### src/rtl/shiftreg_pkg.sv
// shiftreg_pkg
//   Shared types and helpers for the shiftreg_param serialiser.
//   - state_t : FSM state encoding (IDLE, SHIFT)
//   - cnt_w() : width of a counter that must hold the values 0..width
package shiftreg_pkg;

  typedef enum logic [0:0] {
    IDLE  = 1'b0,
    SHIFT = 1'b1
  } state_t;

  // Bits needed to represent 0..width inclusive (the counter must reach width).
  function automatic int cnt_w(input int width);
    return (width < 1) ? 1 : $clog2(width + 1);
  endfunction

endpackage

### src/rtl/shiftreg_param_bitcnt.sv
// shiftreg_bitcnt
//   Bit counter for the shiftreg_param serialiser. Counts shifted bits
//   from 0 up to WIDTH.
// Ports:
//   clk  in   rising-edge clock
//   rst  in   asynchronous active-high reset (count -> 0)
//   clr  in   synchronous clear (wins over inc)
//   inc  in   advance the count by one
//   hit  out  count == WIDTH (word complete)
//   last out  count == WIDTH-1 (the next increment completes the word)
module shiftreg_bitcnt
  import shiftreg_pkg::*;
#(
  parameter int WIDTH = 8
) (
  input  logic clk,
  input  logic rst,
  input  logic clr,
  input  logic inc,
  output logic hit,
  output logic last
);

  localparam int CW = cnt_w(WIDTH);
  localparam logic [CW-1:0] CNT_FULL = CW'(WIDTH);
  localparam logic [CW-1:0] CNT_LAST = CW'(WIDTH - 1);

  logic [CW-1:0] cnt;

  always_ff @(posedge clk or posedge rst) begin
    if (rst) begin
      cnt <= '0;
    end else if (clr) begin
      cnt <= '0;
    end else if (inc) begin
      cnt <= cnt + CW'(1);
    end
  end

  assign hit  = (cnt == CNT_FULL);
  assign last = (cnt == CNT_LAST);

endmodule

### src/rtl/shiftreg_param.sv
// shiftreg_param
//   Parallel-in / serial-out shift register with a parallel-load handshake,
//   per-cycle shift enable (unbounded stalls) and a one-cycle completion
//   pulse. The vacated end is filled from 'serial', so the register also
//   works as a serial-in deserialiser.
//
//   Optional build macro SHIFTREG_CAPTURE_EN adds the pdata / pdata_valid
//   outputs, which capture the received word on completion.
//
// Parameters:
//   WIDTH     register length in bits (1..64)
//   LSB_FIRST 0: shift out MSB first, 1: shift out LSB first
// Ports:
//   clk          in   rising-edge clock
//   rst          in   asynchronous active-high reset
//   load_valid   in   parallel word offered
//   load_ready   out  load accepted this cycle (high in IDLE)
//   datain       in   WIDTH-bit parallel word
//   shift_en     in   advance one bit this cycle (SHIFT only)
//   serial       in   bit inserted at the vacated end
//   sout         out  current output-end bit (combinational)
//   busy         out  word in flight
//   done         out  one-cycle pulse after the last shift
//   pdata        out  (SHIFTREG_CAPTURE_EN) word received on completion
//   pdata_valid  out  (SHIFTREG_CAPTURE_EN) pulses with done
//
// State | meaning
// ------+-------------------------------------------------------------
// IDLE  | ready for a load; register holds, shift_en ignored
// SHIFT | word in flight; shifts on shift_en, loads ignored
module shiftreg_param
  import shiftreg_pkg::*;
#(
  parameter int WIDTH     = 8,
  parameter int LSB_FIRST = 0
) (
  input  logic             clk,
  input  logic             rst,
  input  logic             load_valid,
  output logic             load_ready,
  input  logic [WIDTH-1:0] datain,
  input  logic             shift_en,
  input  logic             serial,
  output logic             sout,
  output logic             busy,
  output logic             done
`ifdef SHIFTREG_CAPTURE_EN
  ,
  output logic [WIDTH-1:0] pdata,
  output logic             pdata_valid
`endif
);

  state_t           state;
  logic [WIDTH-1:0] sreg;
  logic [WIDTH-1:0] shifted;
  logic             cnt_clr;
  logic             cnt_inc;
  logic             cnt_hit;
  logic             cnt_last;
  logic             load_go;
  logic             shift_go;
  logic             finish;

  // Register value after one shift toward the output end. A one-bit
  // register has no bits to move, so it simply takes the serial bit.
  generate
    if (WIDTH == 1) begin : g_shift_w1
      assign shifted = serial;
    end else if (LSB_FIRST != 0) begin : g_shift_lsb
      assign shifted = {serial, sreg[WIDTH-1:1]};
    end else begin : g_shift_msb
      assign shifted = {sreg[WIDTH-2:0], serial};
    end
  endgenerate

  assign load_ready = (state == IDLE);
  assign busy       = (state == SHIFT);
  assign load_go    = load_ready & load_valid;
  assign shift_go   = busy & shift_en;
  // Completing edge: the shift that takes the count from WIDTH-1 to WIDTH.
  assign finish     = shift_go & cnt_last;

  // The counter is cleared whenever the FSM is idle. It therefore holds
  // WIDTH for exactly the one IDLE cycle after completion, which is what
  // makes 'hit' a single-cycle done pulse, and it is zero at every load.
  assign cnt_clr = (state == IDLE);
  assign cnt_inc = shift_go;

  shiftreg_bitcnt #(
    .WIDTH(WIDTH)
  ) u_bitcnt (
    .clk (clk),
    .rst (rst),
    .clr (cnt_clr),
    .inc (cnt_inc),
    .hit (cnt_hit),
    .last(cnt_last)
  );

  always_ff @(posedge clk or posedge rst) begin
    if (rst) begin
      state <= IDLE;
      sreg  <= '0;
    end else begin
      case (state)
        IDLE: begin
          if (load_go) begin
            sreg  <= datain;
            state <= SHIFT;
          end
        end
        SHIFT: begin
          if (shift_go) begin
            sreg <= shifted;
            if (finish) begin
              state <= IDLE;
            end
          end
        end
        default: begin
          state <= IDLE;
        end
      endcase
    end
  end

  assign sout = (LSB_FIRST != 0) ? sreg[0] : sreg[WIDTH-1];
  assign done = cnt_hit;

`ifdef SHIFTREG_CAPTURE_EN
  // Captures the post-shift register on the completing edge, so the
  // first bit received sits at the output end.
  always_ff @(posedge clk or posedge rst) begin
    if (rst) begin
      pdata <= '0;
    end else if (finish) begin
      pdata <= shifted;
    end
  end

  assign pdata_valid = cnt_hit;
`endif

endmodule

### config.mk
export PLATFORM = sky130hd
export DESIGN_NAME = shiftreg_param
export DESIGN_NICKNAME = d
export VERILOG_FILES = /design/src/rtl/shiftreg_pkg.sv /design/src/rtl/shiftreg_param_bitcnt.sv /design/src/rtl/shiftreg_param.sv
export SDC_FILE = /design/constraint.sdc
export NUM_CORES = 1
export LEC_CHECK = 0
export ABC_AREA = 1
export ABC_CLOCK_PERIOD_IN_PS = 1800
export BUFFER_PORTS_ARGS = -buffer_cell sky130_fd_sc_hd__buf_2
export CORE_MARGIN = 4
export CORE_UTILIZATION = 30
export CTS_CLUSTER_DIAMETER = 60
export CTS_CLUSTER_SIZE = 30
export DETAILED_ROUTE_END_ITERATION = 16
export HOLD_SLACK_MARGIN = 0.1
export PLACE_DENSITY = 0.6
export SLEW_MARGIN = 20
export SYNTH_ARGS = -nofsm -noshare
export SYNTH_HDL_FRONTEND = slang
export SYNTH_SLANG_ARGS = --single-unit
### constraint.sdc
create_clock -name clk -period 1.8 [get_ports clk]
set_input_delay 0.09 -clock clk [delete_from_list [all_inputs] [get_ports clk]]
set_output_delay 0.09 -clock clk [all_outputs]
set_load 0.03 [all_outputs]
==> results of run 1 <==
metrics by stage:
| stage | instances | utilization | total power [mW] | hold slack (ns) |
|---|---|---|---|---|
| finish | 147 | 0.439 | 1.28 | 0.111 |
| global route | 147 | 0.439 | 1.41 | 0.122 |
| CTS | 147 | 0.439 | 1.30 | 0.105 |
| detailed placement | 134 | 0.382 | 1.08 | 0.155 |
| global placement | 134 | 0.382 | 1.07 | 0.146 |
| floorplan | 92 | - | 0.952 | -0.0330 |
state kept, by name (all words and copies together) (netlist names):
signal / cells
sreg: 8
u_bitcnt.cnt: 4
busy: 1
how the worst max path moves through the flow:
| stage | slack [ns] | from | endpoint | cells past startpoint |
|---|---|---|---|---|
| CTS | 0.23 | busy | sreg[0] | 6 |
| detailed placement | 0.50 | busy | sreg[7] | 5 |
| global route | 0.08 | busy | sreg[0] | 6 |
| global placement | 0.56 | busy | sreg[7] | 5 |
| finish | 0.21 | busy | sreg[0] | 6 |
| floorplan | 0.59 | busy | u_bitcnt.cnt[0] | 4 |
critical path, delay by kind of cell, from the launching register on:
| kind | cells | cell delay, ns |
|---|---|---|
| flip-flops | 1 | 0.52 |
| buffers and inverters | 2 | 0.71 |
| AND/OR/NAND/NOR | 4 | 0.25 |
kinds of logic (layout without fill, tap and decap cells):
family,after synthesis,in the layout,share of synthesized area
AOI/OAI and AO/OA,4,4,0.0297
adders and majority gates,2,2,0.0371
buffers and inverters,7,35,0.0519
DFF,13,13,0.482
and+or+nand+nor,66,66,0.399
power by group through the flow:
stage	clock (mW)	sequential [mW]	combinational [mW]
2_1_floorplan	0	0.523	0.429
3_3_place_gp	0	0.514	0.558
3_5_place_dp	0	0.516	0.563
4_1_cts	0.193	0.512	0.590
5_1_grt	0.203	0.529	0.675
6_report	0.182	0.512	0.584
Yosys cell counts, drive strengths merged:
| cell type | count | area [sq um] |
|---|---|---|
| a21oi | 1 | 5.00 |
| dfrtp | 13 | 325 |
| nand3 | 11 | 55.1 |
| inv | 5 | 18.8 |
| ha | 2 | 25.0 |
| or2 | 1 | 6.26 |
| buf | 2 | 16.3 |
| nand2 | 50 | 193 |
| o21ai | 3 | 15.0 |
| nor2 | 4 | 15.0 |
final cells by class:
class / instances / area (sq um)
flip-flops and latches: 13 / 325
clock buffers: 4 / 26.3
inverters: 5 / 18.8
well taps: 27 / 33.8
fillers: 221 / 1150
repair buffers: 26 / 178
multi-input cells: 72 / 314
cells in the final DEF, fill, tap and decap left out:
| master | n |
|---|---|
| buf_4 | 1 |
| clkbuf_4 | 3 |
| clkbuf_1 | 1 |
| o21ai_1 | 3 |
| ha_1 | 2 |
| dfrtp_1 | 13 |
| dlygate4sd3_1 | 9 |
| nor2_1 | 4 |
| or2_1 | 1 |
| inv_2 | 1 |
| buf_2 | 16 |
| a21oi_1 | 1 |
| inv_1 | 4 |
| nand2_1 | 48 |
| nand2_2 | 2 |
| nand3_1 | 11 |
layer usage:
metal | wire length [microns] | up-vias
met5 | 0 | -
met4 | 40 | 0
met3 | 51 | 4
met2 | 685 | 12
met1 | 747 | 266
li1 | - | 344
==> impl_metrics.env, run 1 <==
export IMPL_outcome="completed"
export IMPL_p_seq_frac=0.401
export IMPL_grtUsageMet3=0.0210
export IMPL_io_buffers=16
export IMPL_r2r_end="sreg[0]"
export IMPL_die_h_microns=55.4
export IMPL_drv_slew=0
export IMPL_placed_area_sq_um=779
export IMPL_cp_required_ns=1.97
export IMPL_cp_start_kind="flop"
export IMPL_worstMarginPinSlew_ns=0.518
export IMPL_max_stage_delay_ns=0.55
export IMPL_syn_to_final_growth_pct=32.8
export IMPL_initial_core_util=0.330
export IMPL_grt_use_total=0.105
export IMPL_p_switching_mw=0.558
export IMPL_cp_arrival_ns=1.76
export IMPL_max_cap_violations=0
export IMPL_grt_pass1_wl_microns=2550
export IMPL_path_class="flop to flop"
export IMPL_cts_tree="done"
export IMPL_relSlewSlack=0.654
export IMPL_final_min_clock_period_ns=1.59
export IMPL_cp_common_cell="nand2_1"
export IMPL_powerDensity_nw_per_um2=1430
export IMPL_seq_area_frac_synth=0.482
export IMPL_dpl_worst_slack_ns=0.497
export IMPL_finalInstanceArea_sq_um=896
export IMPL_hold_path_class="input port to flop"
export IMPL_drt_iter0_drc=12
export IMPL_worstSetupEndpointType="flop"
export IMPL_wire_per_inst_microns=10.4
export IMPL_cts_inserted_buffers=3
export IMPL_rr_worst_depth=6
export IMPL_critPathMaxFanout=11
export IMPL_path_cells="inv_2, nand2_1, nand2_1, dlygate4sd3_1, nand2_1, nand2_1"
export IMPL_dpl_hpwl_microns=1080
export IMPL_clk_latency_ns=0.28
export IMPL_whs_path_depth=5
export IMPL_grt_pass1_vias=583
export IMPL_syn_area_sq_um=674
export IMPL_antenna_found_initial=0
export IMPL_nets=136
export IMPL_rsz0062_at_grt="no"
export IMPL_hold_start="datain[5]"
export IMPL_post_route_period_util=0.881
export IMPL_ys_warn_count=0
export IMPL_rows=16
export IMPL_p_comb_frac=0.457
export IMPL_max_freq_mhz=631
export IMPL_clk_path_buf_depth=2
export IMPL_path_clk_slew_ns=0.08
export IMPL_h_tree_depth=1
export IMPL_diodes=0
export IMPL_swShare=0.436
export IMPL_syn_nets=107
export IMPL_routed_via_density=4.26
export IMPL_drive_gt1_frac=0.192
export IMPL_avgSynthCellArea_sq_um=7.33
export IMPL_internal_power_mw=0.720
export IMPL_reg2reg_slack_ns=0.21
export IMPL_cts_hold_buf=9
export IMPL_fin_setup_tns_ns=0
export IMPL_use_met2=0.150
export IMPL_power_share_clock=0.143
export IMPL_dieArea_sq_um=3070
export IMPL_gr_usage_met1=0.136
export IMPL_synth_cell_type_count=13
export IMPL_syn_inst=92
export IMPL_wl_microns=1520
export IMPL_setup_viol=0
export IMPL_grt_max_degree=14
export IMPL_ant_nets=0
export IMPL_cts_resized=0
export IMPL_hold_end="sreg[5]"
export IMPL_synth_seq_cells=13
export IMPL_r2r_start="busy"
export IMPL_clkSinkCount=13
export IMPL_drc=0
export IMPL_num_vias=626
export IMPL_routabilityCongestion=0.808
export IMPL_vdd_drop_max_mv=0.573
export IMPL_clockRootBuffer="clkbuf_4"
export IMPL_io_pins=17
export IMPL_grt_ovfl_total=0
export IMPL_leakagePower_nw=0.502
export IMPL_fin_skew_ns=0.00388
export IMPL_hold_viol=0
export IMPL_fin_ws_ns=0.214
export IMPL_drt_pass1_iterations=4
export IMPL_cts_setup_buffers=0
export IMPL_slowest_stage="dlygate4sd3_1"
export IMPL_die_w_microns=55.4
export IMPL_grt_busiest_layer="met2"
export IMPL_core_area_sq_um=2040
Power figures use the tool's default switching activity.
==> run 2: changes to the inputs <==
--- a/config.mk
+++ b/config.mk
@@ -8,13 +8,15 @@
 export ABC_AREA = 1
 export ABC_CLOCK_PERIOD_IN_PS = 1800
 export BUFFER_PORTS_ARGS = -buffer_cell sky130_fd_sc_hd__buf_2
+export CELL_PAD_IN_SITES_DETAIL_PLACEMENT = 1
+export CELL_PAD_IN_SITES_GLOBAL_PLACEMENT = 1
 export CORE_MARGIN = 4
 export CORE_UTILIZATION = 30
 export CTS_CLUSTER_DIAMETER = 60
 export CTS_CLUSTER_SIZE = 30
 export DETAILED_ROUTE_END_ITERATION = 16
 export HOLD_SLACK_MARGIN = 0.1
-export PLACE_DENSITY = 0.6
+export PLACE_DENSITY_LB_ADDON = 0.1
 export SLEW_MARGIN = 20
 export SYNTH_ARGS = -nofsm -noshare
 export SYNTH_HDL_FRONTEND = slang
==> run 2 against run 1 <==
Net effect:
- wire length is 11% higher
- largest cell class unchanged
- core utilization is 0.98 points lower
- power up 0.88%
- fmax up 15%
==> impl_metrics.env, run 2 (synthesis gave the netlist of run 1 again) <==
export IMPL_routabilityCongestion=0.781
export IMPL_clk_path_buf_depth=2
export IMPL_dpl_worst_slack_ns=0.422
export IMPL_rsz0062_at_grt="no"
export IMPL_internal_power_mw=0.712
export IMPL_p_seq_frac=0.393
export IMPL_p_comb_frac=0.464
export IMPL_io_buffers=16
export IMPL_grt_pass1_wl_microns=3050
export IMPL_die_h_microns=55.4
export IMPL_hold_path_class="input port to flop"
export IMPL_powerDensity_nw_per_um2=1470
export IMPL_worstSetupEndpointType="flop"
export IMPL_ant_nets=0
export IMPL_clk_latency_ns=0.27
export IMPL_antenna_found_initial=0
export IMPL_drt_pass1_iterations=4
export IMPL_cp_start_kind="flop"
export IMPL_drv_slew=0
export IMPL_grt_use_total=0.125
export IMPL_multi_input_area_sq_um=314
export IMPL_die_w_microns=55.4
export IMPL_drt_iter0_drc=6
export IMPL_fin_skew_ns=0.00432
export IMPL_worstMarginPinSlew_ns=0.519
export IMPL_fin_ws_ns=0.417
export IMPL_setup_viol=0
export IMPL_hold_viol=0
export IMPL_io_pins=17
export IMPL_power_mw=1.29
export IMPL_final_cell_mix="48 x nand2_1, 16 x buf_2, 13 x dfrtp_1"
export IMPL_post_route_period_util=0.768
export IMPL_initial_core_util=0.330
export IMPL_num_vias=661
export IMPL_grt_ovfl_total=0
export IMPL_routed_via_density=4.56
export IMPL_cp_required_ns=1.97
export IMPL_max_cap_violations=0
export IMPL_cp_arrival_ns=1.55
export IMPL_drc=0
export IMPL_layout_commonest_cell="nand2_1"
export IMPL_final_min_clock_period_ns=1.38
export IMPL_cts_resized=0
export IMPL_syn_to_final_growth_pct=29.9
export IMPL_outcome="completed"
export IMPL_path_clk_slew_ns=0.09
export IMPL_grt_max_degree=14
export IMPL_swShare=0.448
export IMPL_leakagePower_nw=0.494
export IMPL_max_freq_mhz=723
export IMPL_drive_gt1_frac=0.195
export IMPL_nets=134
export IMPL_core_area_sq_um=2040
export IMPL_cts_inserted_buffers=3
export IMPL_dpl_hpwl_microns=1240
export IMPL_path_class="flop to flop"
export IMPL_rows=16
export IMPL_wl_microns=1700
export IMPL_clkSinkCount=13
export IMPL_p_switching_mw=0.577
export IMPL_wire_per_inst_microns=11.7
export IMPL_grt_pass1_vias=685
export IMPL_relSlewSlack=0.654
export IMPL_largest_reg_flops=8
export IMPL_cts_tree="done"
export IMPL_vdd_drop_max_mv=0.563
export IMPL_seq_area_sq_um=325
export IMPL_h_tree_depth=1
export IMPL_top_register="sreg"
export IMPL_diodes=0
export IMPL_clockRootBuffer="clkbuf_4"
export IMPL_fillCellCount=264
export IMPL_dieArea_sq_um=3070
export IMPL_fin_setup_tns_ns=0
export IMPL_critPathMaxFanout=10
export IMPL_power_share_clock=0.143
==> run 2: power by group through the flow <==
stage	sequential (mW)	combinational, mW	clock, mW
2_1_floorplan	0.523	0.429	0
3_3_place_gp	0.513	0.591	0
3_5_place_dp	0.515	0.598	0
4_1_cts	0.509	0.615	0.196
5_1_grt	0.525	0.700	0.203
6_report	0.507	0.598	0.185
==> run 2: final timing paths <==
kind | from | to | slack [ns] | cells after the start
min in group asynchronous | rst | sreg[2] | 0.39 | 3
min | serial | sreg[0] | 0.12 | 5
max | busy | sreg[5] | 0.42 | 5
max in group asynchronous | rst | u_bitcnt.cnt[0] | 1.06 | 3
max reg2reg | busy | sreg[5] | 0.42 | 5
min reg2reg | sreg[7] | sreg[7] | 0.51 | 2
==> run 2: per-layer routing <==
metal | share of wire | vias up | track usage
li1 | - | 342 | -
met1 | 0.50 | 305 | 0.169
met2 | 0.44 | 12 | 0.186
met3 | 0.049 | 2 | 0.0303
met4 | 0.011 | 0 | 0.0625
met5 | 0 | - | 0
==> run 2: per-stage QoR <==
stage / cell area (sq um) / hold slack [ns] / utilization / cells
after floorplan: 674 / -0.0330 / - / 92
after global placement: 779 / 0.155 / 0.382 / 134
after detailed placement: 779 / 0.160 / 0.382 / 134
after CTS: 876 / 0.104 / 0.429 / 145
after global routing: 876 / 0.133 / 0.429 / 145
final: 876 / 0.116 / 0.429 / 145
==> run 2: worst max-delay path, stage by stage (launching register included) <==
cell and delay (ns):
dfrtp_1 0.47, buf_4 0.21, nand2_1 0.25, nand2_2 0.19, nand2_1 0.10, nand2_1 0.05
==> run 2: repair_timing <==
item / CTS / global route
setup buffers: 0 / 0
hold buffers: 7 / 0
endpoints found under the hold margin: 19 / 0
==> run 2: final cells by class <==
| cell class | instances | area share |
|---|---|---|
| sequential | 13 | 0.371 |
| multi-input combinational | 72 | 0.359 |
| timing repair buffer | 24 | 0.180 |
| tap | 27 | 0.0386 |
| clock buffer | 4 | 0.0300 |
| inverter | 5 | 0.0214 |
==> run 3: changes to the inputs <==
--- a/config.mk
+++ b/config.mk
@@ -5,8 +5,8 @@
 export SDC_FILE = /design/constraint.sdc
 export NUM_CORES = 1
 export LEC_CHECK = 0
-export ABC_AREA = 1
-export ABC_CLOCK_PERIOD_IN_PS = 1800
+export ABC_AREA = 0
+export ABC_CLOCK_PERIOD_IN_PS = 1190
 export BUFFER_PORTS_ARGS = -buffer_cell sky130_fd_sc_hd__buf_2
 export CELL_PAD_IN_SITES_DETAIL_PLACEMENT = 1
 export CELL_PAD_IN_SITES_GLOBAL_PLACEMENT = 1
==> constraint.sdc (replaced) <==
create_clock -name clk -period 1.19 [get_ports clk]
set_input_delay 0.0595 -clock clk [delete_from_list [all_inputs] [get_ports clk]]
set_output_delay 0.0595 -clock clk [all_outputs]
set_load 0.03 [all_outputs]
==> run 3 against run 2 <==
Net effect:
- the run now ends with setup timing left
- worst hold slack gained 0.026 ns
- first-iteration DRC count shrank 33%
- die area grew 2.5%
- critical path type is now flop to output port
==> impl_metrics.env, run 3 <==
export IMPL_outcome="finished, violations left"
export IMPL_violations="setup timing"
export IMPL_critPathMaxFanout=2
export IMPL_worstMarginPinSlew_ns=0.530
export IMPL_max_freq_mhz=823
export IMPL_hold_start="datain[4]"
export IMPL_synth_ff_type="dfrtp_1"
export IMPL_final_cell_mix="14 x buf_2, 12 x dfrtp_1, 8 x mux2i_1"
export IMPL_post_route_period_util=1.02
export IMPL_hold_path_class="input port to flop"
export IMPL_wire_per_inst_microns=13.1
export IMPL_leakagePower_nw=0.440
export IMPL_relSlewSlack=0.646
export IMPL_antenna_found_initial=0
export IMPL_cp_required_ns=1.13
export IMPL_syn_area_sq_um=694
export IMPL_syn_inst=59
export IMPL_drt_iter0_drc=4
export IMPL_core_area_sq_um=2210
export IMPL_h_tree_depth=1
export IMPL_fin_skew_ns=0.00222
export IMPL_cp_arrival_ns=1.16
export IMPL_ant_nets=0
export IMPL_path_clk_slew_ns=0.08
export IMPL_clkSinkCount=13
export IMPL_grt_use_total=0.108
export IMPL_reg2reg_slack_ns=0.03
export IMPL_hold_end="sreg[4]"
export IMPL_power_mw=1.78
export IMPL_synthTopCellsByCount="13 x dfrtp_1, 8 x mux2i_1, 5 x inv_1, 5 x o221a_1, 5 x or3b_1"
export IMPL_grt_pass1_vias=596
export IMPL_drive_gt1_frac=0.337
export IMPL_diodes=0
export IMPL_worstSetupEndpointType="output port"
export IMPL_synth_largest_area_cell="dfrtp_1"
export IMPL_die_h_microns=56.1
export IMPL_max_cap_violations=0
export IMPL_fillCellCount=246
export IMPL_powerDensity_nw_per_um2=1950
export IMPL_vdd_drop_max_mv=0.784
export IMPL_cts_inserted_buffers=3
export IMPL_clk_latency_ns=0.27
export IMPL_die_w_microns=56.1
export IMPL_drv_slew=0
export IMPL_worst_path_buf_inv=2
export IMPL_rows=17
export IMPL_ys_warn_count=0
export IMPL_path_class="flop to output port"
export IMPL_hold_viol=0
export IMPL_synth_most_common_cell="dfrtp_1"
export IMPL_routabilityCongestion=0.695
export IMPL_grt_ovfl_total=0
export IMPL_io_buffers=16
export IMPL_synth_edf_count=0
export IMPL_layout_commonest_cell="buf_2"
export IMPL_cts_tree="done"
export IMPL_syn_to_final_growth_pct=31.9
export IMPL_syn_nets=74
export IMPL_final_min_clock_period_ns=1.21
export IMPL_synth_top_cell_area_share=0.468
export IMPL_max_stage_delay_ns=0.39
export IMPL_drt_pass1_iterations=4
export IMPL_seq_area_frac_synth=0.468
export IMPL_initial_core_util=0.314
export IMPL_dieArea_sq_um=3150
export IMPL_top_register="sreg"
export IMPL_critPathTopFamily="flip-flops"
export IMPL_clk_path_buf_depth=2
export IMPL_r2r_start="busy"
export IMPL_synth_seq_cells=13
export IMPL_dpl_hpwl_microns=1090
export IMPL_rsz0062_at_grt="yes"
export IMPL_io_pins=17
export IMPL_slowest_stage="dfrtp_1"
export IMPL_setup_viol=1
export IMPL_synth_cell_type_count=20
export IMPL_whs_path_depth=3
export IMPL_routed_via_density=4.81
export IMPL_wl_microns=1500
export IMPL_grt_pass1_wl_microns=2640
export IMPL_clockRootBuffer="clkbuf_4"
export IMPL_rr_worst_depth=3
export IMPL_r2r_end="sreg[3]"
export IMPL_fin_ws_ns=-0.0248
export IMPL_async_flop_share=1.00
export IMPL_synth_area_leaders="dfrtp_1 47%, mux2i_1 12%, o221a_1 8.1%"
export IMPL_drc=0
export IMPL_num_vias=548
export IMPL_nets=102
export IMPL_cp_start_kind="flop"
export IMPL_largest_reg_flops=8
export IMPL_avgSynthCellArea_sq_um=11.8
export IMPL_path_cells="inv_1, ha_1, nand2_1, nor2_1, buf_4"
export IMPL_dpl_worst_slack_ns=0.0123
export IMPL_grt_max_degree=14
-- run 3: cell type report --
class	count	area (sq um)	share of cell area
multi-input combinational	38	323	0.352
timing repair buffer	26	184	0.201
clock buffer	4	26.3	0.0287
inverter	5	21.3	0.0232
sequential	13	327	0.357
tap	28	35.0	0.0383
-- run 3: tightest hold or removal path: stages --
cell     delay, ns
buf_2         0.07
or3b_1        0.09
o221a_1       0.16
-- run 3: metal layers --
| metal | wire length [microns] | share of wire | GRT usage |
|---|---|---|---|
| met1 | 718 | 0.48 | 0.136 |
| met2 | 689 | 0.46 | 0.169 |
| met3 | 73 | 0.049 | 0.0510 |
| met4 | 13 | 0.0087 | 0.0203 |
| met5 | 0 | 0 | 0 |
-- run 3: report_power, final --
| group | internal (mW) | leakage [nW] | switching (mW) |
|---|---|---|---|
| Sequential | 0.636 | 0.145 | 0.141 |
| Combinational | 0.394 | 0.280 | 0.339 |
| Clock | 0.130 | 0.0150 | 0.144 |
| Total | 1.16 | 0.440 | 0.624 |
-- run 3: timing repair --
item | CTS | global route
hold buffers | 5 | 0
gates resized for setup | 5 | 2
buffers inserted | 3 | 0
pin swaps | 0 | 3
setup endpoints to repair | 6 | 6
hold endpoints to repair | 16 | 0
-- run 3: logic make-up (layout without fill, tap and decap cells) --
logic type / after synthesis / count (layout) / synth area share
compound gates: 9 / 9 / 0.128
fa+ha+maj: 2 / 2 / 0.0360
mux: 9 / 9 / 0.137
buf+inv: 8 / 35 / 0.0667
simple gates: 17 / 17 / 0.151
flops: 13 / 13 / 0.468
xor+xnor: 1 / 1 / 0.0126
-- run 3: stage by stage --
step	cells	hold WS [ns]	utilization	TNS, ns	instance area (sq um)
after global routing	114	0.128	0.414	-0.212	916
after floorplan	59	-0.0636	-	-0.00314	696
after detailed placement	102	0.123	0.361	0	798
after global placement	102	0.124	0.361	0	798
after CTS	114	0.130	0.411	-0.0342	910
final	114	0.142	0.414	-0.0248	916
-- run 3: worst max-delay path by stage --
stage	start	to	slack (ns)	depth (start not counted)
after floorplan	busy	sreg[2]	-0.0006	2
after global placement	busy	sreg[4]	0.05	2
after detailed placement	busy	sreg[3]	0.01	2
after CTS	u_bitcnt.cnt[0]	done	-0.03	5
after global routing	u_bitcnt.cnt[0]	done	-0.15	5
final	u_bitcnt.cnt[0]	done	-0.02	5
